==> src/rtl/fetch_unit.sv <==
// fetch_unit: instruction fetch engine with a single IF/ID register.
// A three-state FSM (IDLE -> FETCH -> HALTED) issues word fetches. Each
// accepted ack loads the IF/ID register. Decode may redirect the PC, and
// a fetched HALT opcode stops the engine until reset.
//
// Handshake: imem_req is a request qualifier, not a held valid. An
// instruction is accepted in a cycle only when imem_req=1 and imem_ack=1
// are both high in that cycle. Any ack seen while imem_req=0 is ignored.
//
// Optional feature: define FETCH_PERF_CNT_EN to count accepted
// instructions on fetch_count. Without it, fetch_count is tied to 0.
module fetch_unit #(
    parameter logic [31:0] RESET_PC    = 32'h0000_0000,
    parameter logic [5:0]  HALT_OPCODE = 6'h3F
) (
    input  logic        clk,
    input  logic        rst,
    output logic        imem_req,
    output logic [31:0] imem_addr,
    input  logic [31:0] imem_rdata,
    input  logic        imem_ack,
    input  logic        stall,
    input  logic        redirect_valid,
    input  logic [31:0] redirect_pc,
    output logic        ifid_valid,
    output logic [5:0]  opcode,
    output logic [4:0]  rs,
    output logic [4:0]  rt,
    output logic [4:0]  rd,
    output logic [4:0]  sa,
    output logic [5:0]  funct,
    output logic [25:0] instr_address,
    output logic [14:0] Adress_Immediate,
    output logic [1:0]  InstructionType,
    output logic [31:0] pc,
    output logic        halted,
    output logic [31:0] fetch_count,
    output logic [1:0]  fsm_state
);

    typedef enum logic [1:0] {
        S_IDLE   = 2'd0,
        S_FETCH  = 2'd1,
        S_HALTED = 2'd2
    } state_t;

    state_t      state;
    state_t      state_next;
    logic [31:0] pc_q;
    logic [31:0] ir_q;
    logic [31:0] ifid_pc_q;
    logic [1:0]  itype_q;
    logic        valid_q;
    logic        accept;
    logic        unused_redirect_lsbs;

    // Word alignment drops the two low bits of the redirect target.
    assign unused_redirect_lsbs = ^redirect_pc[1:0];

    function automatic logic [1:0] decode_type(input logic [5:0] op);
        if (op == 6'h00)                     decode_type = 2'd0;
        else if (op == 6'h02 || op == 6'h03) decode_type = 2'd1;
        else if (op == HALT_OPCODE)          decode_type = 2'd2;
        else                                 decode_type = 2'd3;
    endfunction

    assign accept = imem_req & imem_ack;

    // Next-state and request logic; a held instruction under stall or a
    // pending redirect suppresses the request.
    always_comb begin
        state_next = state;
        imem_req   = 1'b0;
        case (state)
            S_IDLE: state_next = S_FETCH;
            S_FETCH: begin
                imem_req = !(stall && valid_q) && !redirect_valid;
                if (imem_req && imem_ack && imem_rdata[31:26] == HALT_OPCODE)
                    state_next = S_HALTED;
            end
            S_HALTED: state_next = S_HALTED;
            default:  state_next = S_IDLE;
        endcase
    end

    // FSM state register.
    always_ff @(posedge clk) begin
        if (rst) state <= S_IDLE;
        else     state <= state_next;
    end

    // PC and IF/ID register: redirect beats ack, and ack beats stall/drain.
    always_ff @(posedge clk) begin
        if (rst) begin
            pc_q      <= RESET_PC;
            ir_q      <= 32'h0;
            ifid_pc_q <= 32'h0;
            itype_q   <= 2'd0;
            valid_q   <= 1'b0;
        end else if (state == S_FETCH && redirect_valid) begin
            pc_q    <= {redirect_pc[31:2], 2'b00};
            valid_q <= 1'b0;
        end else if (accept) begin
            ir_q      <= imem_rdata;
            ifid_pc_q <= pc_q;
            itype_q   <= decode_type(imem_rdata[31:26]);
            valid_q   <= 1'b1;
            pc_q      <= pc_q + 32'd4;
        end else if (!stall) begin
            valid_q <= 1'b0;
        end
    end

`ifdef FETCH_PERF_CNT_EN
    logic [31:0] count_q;

    // Count accepted instructions; the counter wraps naturally at 2^32.
    always_ff @(posedge clk) begin
        if (rst)         count_q <= 32'h0;
        else if (accept) count_q <= count_q + 32'd1;
    end

    assign fetch_count = count_q;
`else
    assign fetch_count = 32'h0;
`endif

    assign imem_addr        = pc_q;
    assign ifid_valid       = valid_q;
    assign opcode           = ir_q[31:26];
    assign rs               = ir_q[25:21];
    assign rt               = ir_q[20:16];
    assign rd               = ir_q[15:11];
    assign sa               = ir_q[10:6];
    assign funct            = ir_q[5:0];
    assign instr_address    = ir_q[25:0];
    assign Adress_Immediate = ir_q[14:0];
    assign InstructionType  = itype_q;
    assign pc               = ifid_pc_q;
    assign halted           = (state == S_HALTED);
    assign fsm_state        = state;

endmodule

==> config.mk <==
export PLATFORM = sky130hd
export DESIGN_NAME = fetch_unit
export DESIGN_NICKNAME = d
export VERILOG_FILES = /design/src/rtl/fetch_unit.sv
export SDC_FILE = /design/constraint.sdc
export NUM_CORES = 1
export LEC_CHECK = 0
export ABC_AREA = 1
export BUFFER_PORTS_ARGS = -buffer_cell sky130_fd_sc_hd__buf_2
export CAP_MARGIN = 5
export CELL_PAD_IN_SITES_DETAIL_PLACEMENT = 0
export CELL_PAD_IN_SITES_GLOBAL_PLACEMENT = 2
export CORE_MARGIN = 2
export CORE_UTILIZATION = 24
export DETAILED_ROUTE_END_ITERATION = 8
export GPL_ROUTABILITY_DRIVEN = 0
export GPL_TIMING_DRIVEN = 0
export PLACE_DENSITY_LB_ADDON = 0.1
export SYNTH_ARGS = -nofsm -noshare
export SYNTH_HDL_FRONTEND = slang
export SYNTH_SLANG_ARGS = --single-unit
export TNS_END_PERCENT = 100
==> constraint.sdc <==
create_clock -name clk -period 1.6 [get_ports clk]
set_input_delay 0.08 -clock clk [delete_from_list [all_inputs] [get_ports clk]]
set_output_delay 0.08 -clock clk [all_outputs]
set_load 0.01 [all_outputs]
==> metrics.yaml <==
detailed_routing:
  wl_um: 20700
  viasPerCell: 4.18
  post-route-drc-count: 0
  postRouteAntennaNets: 0
  drt_iter0_markers: 202
  routedWlPerCell_um: 15.9
  first_pass_iters: 4
  vias: 5437
logic_synthesis:
  ys_types: 39
  synth.area.top_cells: "dfxtp_1 (38%), nand2_1 (13%), buf_4 (12%)"
  synthCells: 718
  yosysMostFrequentCell: "nand2_1"
  synth_seq_cells: 97
  synth_top_area_share_pct: 37.5
  ys_seq_area_share_pct: 37.5
  async_flop_share_pct: 0
  yosys.area.top_type: "dfxtp_1"
  synth_edf_count: 0
  synthFlopType: "dfxtp_1"
  ys_top_cells_by_count: "nand2_1 (182), dfxtp_1 (97), buf_4 (80)"
  synth.avg_cell_area_um2: 7.21
  synth_area_um2: 5180
  yosys_warnings: 0
setup_path:
  r2r_cells: 9
  cp_max_fo: 8
  cp-end-kind: "register"
  r2r_end: "imem_addr[9]$_SDFFE_PP0P_"
  worstPathArrival_ns: 1.77
  regToRegStartpoint: "fsm_state[1]$_SDFFE_PP0P_"
  start_kind: "register"
  reg2reg_slack_ns: 0.05
  crit_required_ns: 1.81
  crit_type: "reg -> reg"
clocking:
  clk_pin_slew_ns: 0.07
  htreeDepth: 3
  clk_path_buf_depth: 2
  root_buffer: "clkbuf_16"
  clk_latency_ns: 0.36
  cts_tree: "built"
  numCtsBuffers: 9
  clock-sinks: 97
timing:
  fin_setup_tns_ns: 0
  tightest_slew_ns: 0.756
  period_share_pct: 96.9
  setup_viol: 0
  fin_skew_ns: 0.00990
  fmax_mhz: 645
  finalHoldViolations: 0
  rsz0062_at_grt: "true"
  maxSlewHeadroom_pct: 49.6
  fin_crit_ns: 1.55
  drv_slew: 0
floorplan:
  num_io_pins: 245
  dieArea_um2: 22800
  initial_utilization_pct: 24.5
  die_h_um: 151
  die_w_um: 151
  core_area_um2: 21100
  fp-row-count: 53
pwr:
  ir_worst_vdd_v: 0.000545
  leakage_nw: 3.95
  power_density_nw_per_um2: 1030
grt:
  grt_pass1_wl_um: 29700
  grt_antenna_before_repair: 2
  grt_start_max_net_pins: 18
  overflow: 0
  track_usage_pct: 17.5
  grt_pass1_vias: 5103
finish:
  finish.instance_area_um2: 8010
  n_fill_cell: 2301
  nNetsFinal: 1093
  syn_to_final_growth_pct: 54.7
  final_cells: 1301
  drive_gt1_share_pct: 43.5
  seq_area_um2: 1980
  multiInputGateArea_um2: 2680
run_status:
  status: "completed"
worst_hold_path:
  hold_start: "redirect_pc[12]"
  whs_path_depth: 3
  holdCritPathClass: "in -> reg"
  whs_endpoint: "imem_addr[12]$_SDFFE_PP0P_"
job:
  cap_violations: 0
place:
  placed_cell_area_um2: 6680
  dp_hpwl_um: 15400
  place_inst: 1233
  port_buffers: 205
-- sequential cells by signal (all words and copies together) (netlist names) --
register,cells
ir_q,32
ifid_valid,1
fsm_state,2
imem_addr,30
pc,30
InstructionType,2
-- through the flow --
stage / hold WS (ns) / setup slack, ns / power, mW / util, %
after floorplan: 0.224 / 0.0425 / 4.30 / -
after CTS: 0.00615 / -0.00142 / 7.87 / 35.5
after detailed placement: 0.337 / -0.457 / 5.25 / 31.7
after global routing: 0.0207 / -0.0290 / 8.77 / 38.0
final: 0.0110 / 0.0493 / 8.25 / 38.0
after global placement: 0.332 / -0.465 / 5.27 / 31.7
-- worst max-delay path by stage --
stage / start / end / slack, ns / cells past startpoint
global placement: fsm_state[1]$_SDFFE_PP0P_ / imem_addr[23]$_SDFFE_PP0P_ / -0.47 / 7
global route: fsm_state[1]$_SDFFE_PP0P_ / imem_addr[23]$_SDFFE_PP0P_ / -0.03 / 10
finish: fsm_state[1]$_SDFFE_PP0P_ / imem_addr[9]$_SDFFE_PP0P_ / 0.05 / 9
detailed placement: fsm_state[1]$_SDFFE_PP0P_ / imem_addr[23]$_SDFFE_PP0P_ / -0.46 / 7
floorplan: imem_addr[3]$_SDFFE_PP0P_ / imem_addr[22]$_SDFFE_PP0P_ / 0.04 / 10
CTS: fsm_state[1]$_SDFFE_PP0P_ / pc[26]$_SDFFE_PP0P_ / -0.001 / 7
-- cell families after synthesis --
kind of cell	Yosys count	synth area share [%]
compound gates	152	16.4
other cells	1	0.0724
xor+xnor	1	0.169
fa+ha+maj	4	0.967
flops	97	37.5
buf+inv	152	17.4
simple gates	311	27.5
-- final cells by class --
type / instances / area share [%]
inverters: 41 / 2.08
flip-flops and latches: 97 / 24.8
well taps: 275 / 4.30
plain buffers: 111 / 11.4
clock inverters: 6 / 0.938
diodes: 1 / 0.0313
multi-input cells: 504 / 33.4
clock buffers: 10 / 2.98
repair buffers: 256 / 20.1
-- layer usage --
layer,global-route usage (%),wire length [µm],vias to the layer above
met5,0,13,-
li1,-,-,2823
met3,3.16,1100,6
met1,22.6,9420,2452
met4,3.69,89,2
met2,30.4,10100,154
-- where the power goes --
group          switching, mW  total, mW  leakage, nW  internal (mW)
logic                   1.57       2.88         3.00           1.31
clock network           1.07       2.35        0.151           1.28
registers              0.306       3.02        0.799           2.72
-- timing repair --
action / 4_1_cts / 5_1_grt
endpoints found under the setup margin: 95 / 85
hold buffers: 35 / 0
endpoints found under the hold margin: 35 / 0
pin swaps: 2 / 8
resized for setup: 44 / 116
gates cloned: 0 / 4
setup buffers: 4 / 8
-- layout by cell type (no fill, tap or decap), types with 5 or more instances in the layout --
| cell | Yosys | layout |
|---|---|---|
| o21ai_1 | 1 | 6 |
| buf_2 | 16 | 207 |
| nor2_4 | 1 | 7 |
| dfxtp_1 | 97 | 72 |
| buf_4 | 80 | 88 |
| nand2_2 | 6 | 13 |
| conb_1 | 1 | 36 |
| inv_1 | 37 | 35 |
| dlygate4sd3_1 | 0 | 35 |
| buf_6 | 0 | 9 |
| nor2_1 | 73 | 53 |
| nor2_8 | 6 | 6 |
| dfxtp_2 | 0 | 21 |
| nand2_1 | 182 | 173 |
| a21oi_1 | 76 | 71 |
| a22oi_1 | 11 | 8 |
| a21oi_2 | 8 | 13 |
| buf_8 | 0 | 5 |
| clkbuf_16 | 0 | 13 |
| clkbuf_1 | 11 | 7 |
| nand2_4 | 4 | 5 |
| nor2_2 | 1 | 15 |
| buf_12 | 0 | 7 |
| nand3_1 | 21 | 21 |
| o21ai_0 | 44 | 37 |
| nand3_2 | 6 | 6 |
-- critical path, cell delays in order (launching register included) --
cell     delay, ns
dfxtp_2       0.34
inv_2         0.08
ha_4          0.19
nand4_4       0.12
buf_12        0.18
nand2_8       0.10
inv_8         0.06
buf_12        0.14
o21ai_4       0.14
a21oi_2       0.06
No activity file was read; power rests on OpenSTA's default activity.
